==> config.mk <==
export PLATFORM = sky130hd
export DESIGN_NAME = ibex_rf_wb_arbiter
export DESIGN_NICKNAME = d
export VERILOG_FILES = /design/src/rtl/ibex_pkg.sv /design/src/rtl/ibex_rf_fwd_reg.sv /design/src/rtl/ibex_rf_wb_arbiter.sv
export SDC_FILE = /design/constraint.sdc
export NUM_CORES = 1
export LEC_CHECK = 0
export CAP_MARGIN = 20
export CORE_AREA = 2 2 100 102
export DETAILED_ROUTE_END_ITERATION = 7
export DIE_AREA = 0 0 102 104
export PLACE_DENSITY_LB_ADDON = 0.1
export SYNTH_ARGS = -nofsm -noshare
export SYNTH_HDL_FRONTEND = slang
export SYNTH_SLANG_ARGS = --single-unit
==> constraint.sdc <==
create_clock -name clk_i -period 2.7 [get_ports clk_i]
set_input_delay 0.54 -clock clk_i [delete_from_list [all_inputs] [get_ports clk_i]]
set_output_delay 0.54 -clock clk_i [all_outputs]
set_load 0.02 [all_outputs]
==> src/rtl/ibex_pkg.sv <==
// Shared definitions for the register-file write-back arbiter.
package ibex_pkg;

    localparam int unsigned ADDR_WIDTH   = 5;
    localparam int unsigned ADDR_WIDTH_E = 4;

    typedef enum logic {
        RfWbIdle     = 1'b0,
        RfWbLoadPend = 1'b1
    } rf_wb_state_e;

    // Number of significant register-address bits (RV32E has 16 registers).
    function automatic int unsigned rf_addr_width(bit rv32e);
        return rv32e ? ADDR_WIDTH_E : ADDR_WIDTH;
    endfunction

endpackage

==> src/rtl/ibex_rf_fwd_reg.sv <==
// One-entry forward register: holds the last register-file write for one
// cycle and overrides the raw read data on both read ports while the latch
// file cannot yet show the new value.
module ibex_rf_fwd_reg #(
    parameter int unsigned AW        = 5,
    parameter int unsigned DataWidth = 32
) (
    input  logic                 clk_i,
    input  logic                 rst_ni,
    input  logic                 we_i,
    input  logic [4:0]           waddr_i,
    input  logic [DataWidth-1:0] wdata_i,
    input  logic [4:0]           raddr_a_i,
    input  logic [4:0]           raddr_b_i,
    input  logic [DataWidth-1:0] rf_rdata_a_i,
    input  logic [DataWidth-1:0] rf_rdata_b_i,
    output logic [DataWidth-1:0] rdata_a_o,
    output logic [DataWidth-1:0] rdata_b_o
);

    logic                 r_fwd_v;
    logic [4:0]           r_fwd_addr;
    logic [DataWidth-1:0] r_fwd_data;
    logic                 w_hit_a;
    logic                 w_hit_b;

    // Capture every cycle's write, so the entry is valid exactly one cycle.
    always_ff @(posedge clk_i or negedge rst_ni) begin
        if (!rst_ni) begin
            r_fwd_v    <= 1'b0;
            r_fwd_addr <= '0;
            r_fwd_data <= '0;
        end else begin
            r_fwd_v    <= we_i;
            r_fwd_addr <= waddr_i;
            r_fwd_data <= wdata_i;
        end
    end

    assign w_hit_a = r_fwd_v && (r_fwd_addr[AW-1:0] == raddr_a_i[AW-1:0])
                             && (raddr_a_i[AW-1:0] != '0);
    assign w_hit_b = r_fwd_v && (r_fwd_addr[AW-1:0] == raddr_b_i[AW-1:0])
                             && (raddr_b_i[AW-1:0] != '0);

    assign rdata_a_o = w_hit_a ? r_fwd_data : rf_rdata_a_i;
    assign rdata_b_o = w_hit_b ? r_fwd_data : rf_rdata_b_i;

endmodule

==> src/rtl/ibex_rf_wb_arbiter.sv <==
// Write-back arbiter in front of the latch register file: merges execute
// results with late load data (load wins), tracks the single outstanding
// load destination for RAW/WAW hazards and forwards the last write.
module ibex_rf_wb_arbiter
    import ibex_pkg::*;
#(
    parameter bit          RV32E     = 1'b0,
    parameter int unsigned DataWidth = 32
) (
    input  logic                 clk_i,
    input  logic                 rst_ni,
    input  logic                 ex_we_i,
    input  logic [4:0]           ex_waddr_i,
    input  logic [DataWidth-1:0] ex_wdata_i,
    output logic                 ex_ready_o,
    input  logic                 lsu_issue_i,
    input  logic [4:0]           lsu_rd_i,
    output logic                 lsu_issue_ready_o,
    input  logic                 lsu_rvalid_i,
    input  logic [DataWidth-1:0] lsu_rdata_i,
    input  logic                 lsu_err_i,
    input  logic [4:0]           raddr_a_i,
    input  logic [4:0]           raddr_b_i,
    input  logic [DataWidth-1:0] rf_rdata_a_i,
    input  logic [DataWidth-1:0] rf_rdata_b_i,
    output logic [DataWidth-1:0] rdata_a_o,
    output logic [DataWidth-1:0] rdata_b_o,
    output logic                 stall_raw_o,
    output logic                 rf_we_o,
    output logic [4:0]           rf_waddr_o,
    output logic [DataWidth-1:0] rf_wdata_o
);

    localparam int unsigned AW = rf_addr_width(RV32E);

    rf_wb_state_e r_state, w_state_d;
    logic [4:0]   r_pend_rd, w_pend_rd_d;
    logic         w_pend;
    logic         w_rsp;
    logic         w_rsp_ok;
    logic         w_pend_nz;
    logic         w_waw;

    assign w_pend    = (r_state == RfWbLoadPend);
    // A response only counts while a load is outstanding; stray ones after
    // a reset are dropped.
    assign w_rsp     = w_pend && lsu_rvalid_i;
    assign w_rsp_ok  = w_rsp && !lsu_err_i;
    assign w_pend_nz = (r_pend_rd[AW-1:0] != '0);
    assign w_waw     = w_pend && !lsu_rvalid_i
                     && (ex_waddr_i[AW-1:0] == r_pend_rd[AW-1:0]);

    assign ex_ready_o        = !w_rsp_ok && !w_waw;
    assign lsu_issue_ready_o = !w_pend || lsu_rvalid_i;
    assign stall_raw_o       = w_pend && !lsu_rvalid_i && w_pend_nz
                             && ((raddr_a_i[AW-1:0] == r_pend_rd[AW-1:0])
                              || (raddr_b_i[AW-1:0] == r_pend_rd[AW-1:0]));

    // State and pending destination register.
    always_ff @(posedge clk_i or negedge rst_ni) begin
        if (!rst_ni) begin
            r_state   <= RfWbIdle;
            r_pend_rd <= '0;
        end else begin
            r_state   <= w_state_d;
            r_pend_rd <= w_pend_rd_d;
        end
    end

    // Next state: a response with a same-cycle issue keeps the FSM pending.
    always_comb begin
        w_state_d   = r_state;
        w_pend_rd_d = r_pend_rd;
        case (r_state)
            RfWbIdle: begin
                if (lsu_issue_i) begin
                    w_state_d   = RfWbLoadPend;
                    w_pend_rd_d = lsu_rd_i;
                end
            end
            RfWbLoadPend: begin
                if (lsu_rvalid_i) begin
                    if (lsu_issue_i) begin
                        w_pend_rd_d = lsu_rd_i;
                    end else begin
                        w_state_d = RfWbIdle;
                    end
                end
            end
            default: w_state_d = RfWbIdle;
        endcase
    end

    // Write mux: load data first, then an accepted execute result; x0 never.
    always_comb begin
        rf_we_o    = 1'b0;
        rf_waddr_o = ex_waddr_i;
        rf_wdata_o = ex_wdata_i;
        if (w_rsp_ok) begin
            rf_we_o    = w_pend_nz;
            rf_waddr_o = r_pend_rd;
            rf_wdata_o = lsu_rdata_i;
        end else if (ex_we_i && ex_ready_o && (ex_waddr_i[AW-1:0] != '0)) begin
            rf_we_o = 1'b1;
        end
    end

    ibex_rf_fwd_reg #(
        .AW        (AW),
        .DataWidth (DataWidth)
    ) u_fwd (
        .clk_i        (clk_i),
        .rst_ni       (rst_ni),
        .we_i         (rf_we_o),
        .waddr_i      (rf_waddr_o),
        .wdata_i      (rf_wdata_o),
        .raddr_a_i    (raddr_a_i),
        .raddr_b_i    (raddr_b_i),
        .rf_rdata_a_i (rf_rdata_a_i),
        .rf_rdata_b_i (rf_rdata_b_i),
        .rdata_a_o    (rdata_a_o),
        .rdata_b_o    (rdata_b_o)
    );

endmodule

==> run metrics <==
outcome complete, but fails checks; violations in the final reports negative setup slack; combinational family with the most area after synthesis multiplexers; number of global-route vias before repair 3589; endpoint type of the worst setup path output pin; FP Rows 36; Clk network pwr share 20.0%; endpoint arrival time on the critical path 2.19 ns; Synth Area in Simple Gates 15.5%; wire length per cell 17.9 microns; final instance area 6460 sq um; wire length of the first global-routing pass 19.6 mm; CTS HTree Levels 2; RD Place Congestion 0.945; end of the worst register-to-register path u_fwd.r_fwd_v$_DFF_PN0_; count of flip-flops with a built-in enable after synthesis 0; DP Area 6170 sq um; violation count after the first detailed-route iteration 67; endpoints failing setup 11; Synth Cell Area 3040 sq um; Rel. slew slack 61.3%; Clk Latency, worst-skew pair 0.30 ns; unrepaired setup endpoints after global routing true; total inserted antenna cells 0; clock net sink count 44; most frequently used flop master after synthesis sky130_fd_sc_hd__dfrtp_1; arithmetic-cell share of the synthesized area counting full adders, half adders and majority gates 0%; max cap viols 0; flop-to-flop setup slack 1.11 ns; fraction of synthesized area in multiplexers 34.8%; buffer depth of the longest clock path 2; Fmax achieved 0.367 GHz; Initial Util 31.9%; number of antenna violations at the first check in global routing 0; I/O pin count 259; share of the synthesized area in compound gates (AO/OA/AOI/OAI) 3.09%; Async SR Flop Fraction 100%; area of the core region 9550 sq um; maximum number of pins on one net before global-route repair 45; All-Layer GR Usage 24.4%; number of clock buffers inserted by TritonCTS 5; fraction of power spent switching nets 32.2%; die height 104 microns; Net Count, Synth 439; DIE WIDTH 102 microns; transition time at the pin with the least slew margin 0.581 ns; part of the cycle the worst path needs 101%; Pwr Density 344 nW/um^2; leakage power 3.04 nW; Die ar. 10600 sq um; Layout Area Growth over Synthesis 113%; WP data required 2.16 ns; Via density 4.55; Final Net Count 764; dominant cell type by area after synthesis sky130_fd_sc_hd__dfrtp_1; worst clock skew on the final layout 0.00897 ns; top cells by area in the synthesized netlist sky130_fd_sc_hd__dfrtp_1 36%, sky130_fd_sc_hd__mux2_4 30%, sky130_fd_sc_hd__nand2_1 12%, sky130_fd_sc_hd__mux2_2 5.2%, sky130_fd_sc_hd__xnor2_1 4.6%; Comb power frac 44.9%; final-report hold violation count 0; Remaining DRCs 0; Cell Int Power 1.51 mW; class of the most critical hold timing path in2async; leftover overflow at the end of global routing 0; cell at the root of the clock tree sky130_fd_sc_hd__clkbuf_8; number of synthesized register bits 44; wire length after detailed routing 13.3 mm; Max VDD drop 0.000214 V; number of nets with antenna violations after routing 0; proportion of synthesized chip area in sequential cells 36.2%; Final Max Tran Viols 0; gate count of the mapped netlist 285; average footprint of a synthesized cell 10.7 sq um; CTS tree yes; proportion of netlist area held by the largest area contributor 36.2%; minimum period implied by the final worst setup slack 2.73 ns; fin util 67.7%; net load switching power 716 uW; Vias 3382; logic depth of the worst register-to-register path 4; Critical R2R Launch r_pend_rd[2]$_DFFE_PN0P_; number of port buffers 258; warnings from Yosys 0; CP max FO 5; kind of launch point of the worst setup path register; unique cell type count in the Yosys netlist 22; portion of total power attributed to sequential cells 35.1%; final setup margin -0.0252 ns; drt first pass iters 4; layout cells sized above 1 40.8%; class of the most critical setup path reg2out; clock-pin transition on the worst setup and hold timing paths 0.09 ns; Synth Area in XOR/XNOR 6.62%; HPWL after detailed placement 10.2 mm
==> sequential cells by signal (all words and copies together) (netlist names) <==
signal,flops
r_pend_rd,5
r_state,1
u_fwd.r_fwd_addr,5
u_fwd.r_fwd_data,32
u_fwd.r_fwd_v,1
==> Yosys cell counts (2+ instances only) <==
cell type                  count
sky130_fd_sc_hd__nand2_1     101
sky130_fd_sc_hd__mux2_4       60
sky130_fd_sc_hd__dfrtp_1      44
sky130_fd_sc_hd__xnor2_1      16
sky130_fd_sc_hd__mux2_2       14
sky130_fd_sc_hd__clkbuf_1      9
sky130_fd_sc_hd__xor2_1        7
sky130_fd_sc_hd__buf_6         6
sky130_fd_sc_hd__nand3_1       4
sky130_fd_sc_hd__nor2_1        4
sky130_fd_sc_hd__buf_1         3
sky130_fd_sc_hd__nor3_1        3
sky130_fd_sc_hd__a211oi_4      2
sky130_fd_sc_hd__nand2b_1      2
sky130_fd_sc_hd__o41ai_2       2
sky130_fd_sc_hd__or4_1         2
==> routing by layer <==
metal	share of wire [%]	global-route usage, %	up-vias
met5	0	0	-
met4	3.0	8.10	0
met3	6.9	4.44	29
met2	53	45.3	169
met1	38	27.3	1587
li1	-	-	1597
==> critical path: stages, from the launching register on <==
cell	delay, ns
sky130_fd_sc_hd__dfrtp_1	0.41
sky130_fd_sc_hd__buf_6	0.14
sky130_fd_sc_hd__xnor2_4	0.12
sky130_fd_sc_hd__nand3_2	0.11
sky130_fd_sc_hd__a211oi_4	0.22
sky130_fd_sc_hd__buf_6	0.18
sky130_fd_sc_hd__buf_6	0.14
sky130_fd_sc_hd__buf_16	0.13
sky130_fd_sc_hd__mux2_4	0.29
sky130_fd_sc_hd__buf_2	0.16
==> worst max path at each step <==
stage                         to                          start
finish              rdata_a_o[8]  u_fwd.r_fwd_addr[0]$_DFF_PN0_
global route        rdata_a_o[8]  u_fwd.r_fwd_addr[0]$_DFF_PN0_
floorplan           rdata_a_o[0]                   raddr_a_i[0]
detailed placement  rdata_b_o[0]                   raddr_b_i[1]
global placement    rdata_b_o[0]                   raddr_b_i[1]
CTS                 rdata_b_o[1]  u_fwd.r_fwd_addr[0]$_DFF_PN0_
==> timing repair <==
item,CTS,global route
pin swaps,12,5
resized for setup,410,39
hold buffers,0,0
endpoints found under the setup margin,103,78
gates cloned,4,2
setup buffers,13,3
==> per-stage QoR <==
| stage | hold WS [ns] | total power, mW | worst slack [ns] | setup TNS [ns] | cells |
|---|---|---|---|---|---|
| 3_5_place_dp | 0.667 | 1.79 | -0.705 | -48.47 | 717 |
| 2_1_floorplan | 0.244 | 1.19 | 0.466 | 0 | 285 |
| 5_1_grt | 0.371 | 2.34 | -0.110 | -3.35 | 744 |
| 6_report | 0.312 | 2.23 | -0.0252 | -0.154 | 744 |
| 3_3_place_gp | 0.661 | 1.78 | -0.652 | -46.24 | 717 |
| 4_1_cts | 0.341 | 2.21 | -0.0589 | -0.851 | 742 |
==> cell families after synthesis <==
| kind of cell | after synthesis |
|---|---|
| simple gates | 118 |
| xor+xnor | 23 |
| mux | 74 |
| buf+inv | 19 |
| compound gates | 7 |
| flops | 44 |
==> cells in the final DEF (no fill, tap or decap), types with 3 or more instances in the layout <==
| cell type | n |
|---|---|
| sky130_fd_sc_hd__buf_6 | 49 |
| sky130_fd_sc_hd__clkbuf_2 | 5 |
| sky130_fd_sc_hd__xnor2_1 | 14 |
| sky130_fd_sc_hd__buf_2 | 32 |
| sky130_fd_sc_hd__dfrtp_1 | 42 |
| sky130_fd_sc_hd__dlygate4sd2_1 | 39 |
| sky130_fd_sc_hd__buf_4 | 56 |
| sky130_fd_sc_hd__mux2_4 | 62 |
| sky130_fd_sc_hd__nand2_1 | 100 |
| sky130_fd_sc_hd__clkdlybuf4s50_1 | 143 |
| sky130_fd_sc_hd__nand3_1 | 3 |
| sky130_fd_sc_hd__clkbuf_8 | 6 |
| sky130_fd_sc_hd__xor2_1 | 7 |
| sky130_fd_sc_hd__mux2_2 | 12 |
| sky130_fd_sc_hd__buf_12 | 6 |
==> final cells by class <==
class                           count  area [sq um]
Clock buffer                        7          86.3
Sequential cell                    44          1100
Clock inverter                      1          7.51
Inverter                            1          3.75
Multi-Input combinational cell    222          1910
Tap cell                          133           166
Timing Repair Buffer              336          3180
Fill cell                         815          3090
==> power by group through the flow <==
stage	Sequential (mW)	Clock, mW	Combinational (mW)
4_1_cts	0.780	0.453	0.980
5_1_grt	0.789	0.483	1.07
3_3_place_gp	0.789	0	0.989
3_5_place_dp	0.792	0	1.00
2_1_floorplan	0.755	0	0.432
6_report	0.781	0.445	1.00
(Power assumes the default switching activity.)
